==> src/rtl/exe_pkg.sv <==
// Shared definitions for the matrix execution engine decode stage:
// instruction field positions, opcode values, source/destination encodings
// and the packed control vector driven onto the data path.
package exe_pkg;

  // Instruction layout: [4] = destination, [3] = source, [2:0] = op
  localparam int INSTR_W  = 5;
  localparam int DEST_BIT = 4;
  localparam int SRC_BIT  = 3;
  localparam int OP_MSB   = 2;
  localparam int OP_LSB   = 0;

  localparam logic [2:0] OP_NOP       = 3'b000;
  localparam logic [2:0] OP_MOVE      = 3'b001;
  localparam logic [2:0] OP_ADD       = 3'b010;
  localparam logic [2:0] OP_SUB       = 3'b011;
  localparam logic [2:0] OP_SCALE     = 3'b100;
  localparam logic [2:0] OP_MULT      = 3'b101;
  localparam logic [2:0] OP_TRANSPOSE = 3'b110;
  localparam logic [2:0] OP_RSVD      = 3'b111;

  localparam logic DEST_REG = 1'b0;
  localparam logic DEST_MEM = 1'b1;
  localparam logic SRC_MEM  = 1'b0;
  localparam logic SRC_REG  = 1'b1;

  // Control vector, MSB first in the order the outputs are declared
  typedef struct packed {
    logic read_from;
    logic write_to_reg;
    logic write_to_mem;
    logic add_en;
    logic scale_en;
    logic mult_en;
    logic transpose_en;
    logic add_or_sub;
  } ctrl_t;

endpackage

==> src/rtl/exe_decode.sv <==
// Combinational instruction decode: maps a 5-bit instruction onto the
// control vector. NOP, reserved and unknown encodings yield all zeros.
module exe_decode
  import exe_pkg::*;
(
  input  logic [INSTR_W-1:0] instr_i,
  output ctrl_t              ctrl_o
);

  logic [OP_MSB:OP_LSB] op;
  logic                 src;
  logic                 dest;

  assign op   = instr_i[OP_MSB:OP_LSB];
  assign src  = instr_i[SRC_BIT];
  assign dest = instr_i[DEST_BIT];

  // Decode op into unit enables; routing bits only for real operations
  always_comb begin
    ctrl_o = '0;
    case (op)
      OP_NOP, OP_RSVD: begin
        ctrl_o = '0;
      end
      OP_MOVE, OP_ADD, OP_SUB, OP_SCALE, OP_MULT, OP_TRANSPOSE: begin
        ctrl_o.read_from    = (src != SRC_MEM);
        ctrl_o.write_to_reg = (dest == DEST_REG);
        ctrl_o.write_to_mem = (dest == DEST_MEM);
        ctrl_o.add_en       = (op == OP_ADD) || (op == OP_SUB);
        ctrl_o.add_or_sub   = (op == OP_SUB);
        ctrl_o.scale_en     = (op == OP_SCALE);
        ctrl_o.mult_en      = (op == OP_MULT);
        ctrl_o.transpose_en = (op == OP_TRANSPOSE);
      end
      // Unknown bits fall through here and decode as NOP
      default: begin
        ctrl_o = '0;
      end
    endcase
  end

endmodule

==> src/rtl/exe_engine.sv <==
// Instruction decode stage: combinational decode followed by a single
// asynchronously reset output register bank, giving one cycle of latency.
module exe_engine
  import exe_pkg::*;
(
  output logic               read_from,
  output logic               write_to_reg,
  output logic               write_to_mem,
  output logic               add_en,
  output logic               scale_en,
  output logic               mult_en,
  output logic               transpose_en,
  output logic               add_or_sub,
  input  logic [INSTR_W-1:0] instr,
  input  logic               reset,
  input  logic               clk
);

  ctrl_t ctrl_d;
  ctrl_t ctrl_q;

  exe_decode u_decode (
    .instr_i (instr),
    .ctrl_o  (ctrl_d)
  );

  // Register the decoded strobes; reset clears them without waiting for clk
  always_ff @(posedge clk or posedge reset) begin
    if (reset) begin
      ctrl_q <= '0;
    end else begin
      ctrl_q <= ctrl_d;
    end
  end

  assign read_from    = ctrl_q.read_from;
  assign write_to_reg = ctrl_q.write_to_reg;
  assign write_to_mem = ctrl_q.write_to_mem;
  assign add_en       = ctrl_q.add_en;
  assign scale_en     = ctrl_q.scale_en;
  assign mult_en      = ctrl_q.mult_en;
  assign transpose_en = ctrl_q.transpose_en;
  assign add_or_sub   = ctrl_q.add_or_sub;

endmodule

==> config.mk <==
export PLATFORM = sky130hd
export DESIGN_NAME = exe_engine
export DESIGN_NICKNAME = d
export VERILOG_FILES = /design/src/rtl/exe_pkg.sv /design/src/rtl/exe_decode.sv /design/src/rtl/exe_engine.sv
export SDC_FILE = /design/constraint.sdc
export NUM_CORES = 1
export LEC_CHECK = 0
export CAP_MARGIN = 20
export CORE_AREA = 2 2 39 41
export DETAILED_ROUTE_END_ITERATION = 8
export DIE_AREA = 0 0 41 43
export PLACE_DENSITY = 0.55
export SETUP_SLACK_MARGIN = 0.2
export SYNTH_ARGS = -nofsm -noshare
export SYNTH_HDL_FRONTEND = slang
export SYNTH_SLANG_ARGS = --single-unit
==> constraint.sdc <==
create_clock -name clk -period 0.8 [get_ports clk]
set_input_delay 0.08 -clock clk [delete_from_list [all_inputs] [get_ports clk]]
set_output_delay 0.08 -clock clk [all_outputs]
set_load 0.005 [all_outputs]
# Word level (Yosys, flattened, before mapping)
# Cells that the tools add are included.
# op_classes
n_eq_ne	7
n_mux	1
bitwise_logic	1
reduce_logical	4
# ops
operator	n
$pmux 8 s2	1
$eq 3x3->1 const B	4
$eq 3x2->1 const B	2
$reduce_or 6->1	1
$eq 3x1->1 const B	1
$logic_not 3->1	1
$reduce_or 2->1	1
$logic_or 1x1->1	1
$not 1->1	1
# word_totals
regBits	8
input_bits	7
output_inout_bits	8
elab_cells	21

# Longest topological paths before layout
# depth
ltp_word	3
ltp_mapped	2
ltp_nobuf	2

# Cells and area by module
# A second synthesis with hierarchy kept.
# hier_totals
cells_unflattened	19
area_unflattened_um2	280.3
# by_module_without_submodules
module	n_inst	cells_per_inst	area_each_um2	seq_area_each_um2
exe_engine	1	9	203.9	200.2
exe_decode	1	10	76.3	0.0

# Least setup slack after synthesis
# Ideal clock, no wire load.
# synth_timing
path_type	input to register
start	in instr[1]
end	reg ctrl_q (netlist bit read_from)
setup_time_ns	0.128
arrival_time_ns	0.349
required_ns	0.672
slack_ns	0.323
cell_stages	2
path_buffers	0
cell_sequence	nor3_2 -> nor3b_1
# synth_lines
item	line	text
start: declaration	exe_engine.sv:14	input logic [INSTR_W-1:0] instr,
end signal: assignment	exe_engine.sv:32	ctrl_q <= ctrl_d;
end: declaration	exe_engine.sv:20	ctrl_t ctrl_q;

# Final worst setup path
# layout_timing
start	reg ctrl_q (netlist bit scale_en)
end	out scale_en
# layout_lines
item	line	text
end: declaration	exe_engine.sv:10	output logic scale_en,
# No word-level cell between the ends.

==> reports/qor.csv <==
metric,value,unit
Starting Density,0.2052,
antenna violations before repair,0,
Ant. Diodes,0,
Max-Cap Viols,0,
CP Launch Type,flip-flop,
nets@finish,47,
Crit. End Element,output port,
CP max FO,1,
antenna-violating nets left,0,
slowest CP cell,dfrtp_1,
DRT iter0 DRCs,1,
global placer's final weighted congestion,0.6041,
drt via density,3.944,
yosys warns,0,
post-synthesis sequential area ratio,0.7048,
peak supply drop,627.3,uV
Area Overhead vs Synth,51.54,%
Critical Path Max Stage Delay,360,ps
GR Util All Layers,0.07724,
Die ar.,1763,um^2
pin count of the biggest net entering global routing,9,
DP HPWL,410.6,um
Crit. Startpoint,scale_en$_DFF_PP0_,
violated checks,negative setup slack,
FILL cells,149,
height of the die,43,um
first-pass GRT wire length,834,um
Mapped Area,284.0,um^2
Routed WL per cell,10.24,um
CTS sink cnt,8,
CTS Root Cell,clkbuf_4,
H-Tree Depth,1,
critical-path cell list,buf_2,
critical path class,flip-flop to output port,
clk slew on worst S/H paths,50,ps
final cell count without fillers,54,
Final min period,810.4,ps
GRT overflow,0,
Critical Path End,scale_en,
Rows,14,
DP Area,451.7,um^2
Die Width,41,um
Lkg Pwr,0.2256,nW
CP Depth,1,
status,"complete, but fails checks",
Top Family by Delay on Critical Path,flip-flops,
WL final,553,um
Pre-antenna DRT Iters,2,
Via Count,213,
hold crit path type,input port to async pin,
CP bufs+invs,1,
vias in the first global route,192,
CTS tree,built,
port bufs,14,
syn avg cell area,14.20,um^2
drt drc,0,
fin crit share,1.013,
most frequent cells in the layout,"8 x dfrtp_1, 8 x buf_2, 3 x clkbuf_4, 3 x clkbuf_2, 3 x clkdlybuf4s50_1",
Core Area,1384,um^2
Post-Place Cells,51,
fin area,430.4,um^2
PwrDens,1933,nW/um^2
slew at the pin closest to its max-slew limit,292.5,ps
Critical Path RT,720,ps
Boundary Pins,15,
unrepaired setup endpoints after global routing,true,
Max Root-Sink Buffers,2,
Mapped Cells,20,
max frequency,1234,MHz
max-slew violations,0,
Yosys reg bits,8,
Final Hold Viols,0,
Cell variety after synth,11,
proportion of layout cells with a drive suffix above 1,0.5000,
# hold bufs at CTS,0,
Post-Syn Nets,27,
CP Data Arrival Time,730,ps
final setup fails,2,
Final WS setup,-10.44,ps
Slew headroom,0.8048,
cts bufs inserted,3,
[layout make-up]
| type | count | area (um^2) | share of cell area |
|---|---|---|---|
| inverters | 1 | 3.754 | 0.008721 |
| clock buffers | 3 | 22.52 | 0.05233 |
| flip-flops and latches | 8 | 200.2 | 0.4651 |
| well taps | 16 | 20.02 | 0.04651 |
| multi-input cells | 11 | 91.34 | 0.2122 |
| repair buffers | 15 | 92.59 | 0.2151 |
[repair_timing]
item | CTS | global route
resized for setup | 36 | 7
buffers inserted | 0 | 0
setup endpoints to repair | 16 | 11
gates cloned | 0 | 0
pin swaps | 1 | 0
[where the power goes]
group	internal, mW	switching [mW]	leakage [nW]
Sequential	0.426	0.00389	0.103
Clock	0.171	0.133	0.0138
Combinational	0.0527	0.0456	0.108
Total	0.650	0.182	0.226
[worst min-delay path by stage]
stage,to,cells after the start,slack [ps],start
after CTS,write_to_reg$_DFF_PP0_,2,100,reset
after floorplan,add_en$_DFF_PP0_,1,-100,reset
after detailed placement,write_to_reg$_DFF_PP0_,2,360,reset
after global routing,add_en$_DFF_PP0_,2,90,instr[2]
after global placement,write_to_reg$_DFF_PP0_,2,340,reset
final,read_from$_DFF_PP0_,2,80,reset
[metal layers]
| layer | vias up | global-route usage | wire length [um] | share of wire |
|---|---|---|---|---|
| met5 | - | 0 | 0 | 0 |
| met4 | 0 | 0.08000 | 4 | 0.0072 |
| met3 | 2 | 0.03141 | 73 | 0.13 |
| met2 | 12 | 0.08750 | 228 | 0.41 |
| met1 | 95 | 0.1003 | 246 | 0.44 |
| li1 | 104 | - | - | - |
[cell usage after synthesis]
library cell / n / area, um^2
nand2_1: 1 / 3.750
nor3_2: 1 / 10.01
dfrtp_1: 8 / 200.2
nor2b_2: 1 / 8.760
and3b_1: 1 / 8.760
nor3_1: 1 / 5.000
and3_4: 1 / 11.26
nor2_1: 1 / 3.750
inv_1: 1 / 3.750
and2_1: 1 / 6.260
nor3b_1: 3 / 22.52
[metrics by stage]
step | hold slack, ps | util | worst slack, ps | total power [mW] | setup TNS [ps]
5_1_grt | 90.74 | 0.3110 | -41.51 | 0.8762 | -211.6
3_3_place_gp | 343.6 | 0.3264 | -251.0 | 0.5580 | -2031
3_5_place_dp | 358.6 | 0.3264 | -300.3 | 0.5615 | -2313
6_report | 80.47 | 0.3110 | -10.44 | 0.8320 | -12.89
4_1_cts | 96.37 | 0.3119 | -22.35 | 0.8383 | -62.03
2_1_floorplan | -104.3 | - | 323.0 | 0.4705 | 0
[kinds of logic (layout without fill, tap and decap cells)]
logic type,after synthesis,count (layout),share of synthesized area
buffers and inverters,1,19,0.01320
AND/OR/NAND/NOR,11,11,0.2819
flip-flops,8,8,0.7048
Note: power is estimated with default switching activity, not from simulation.
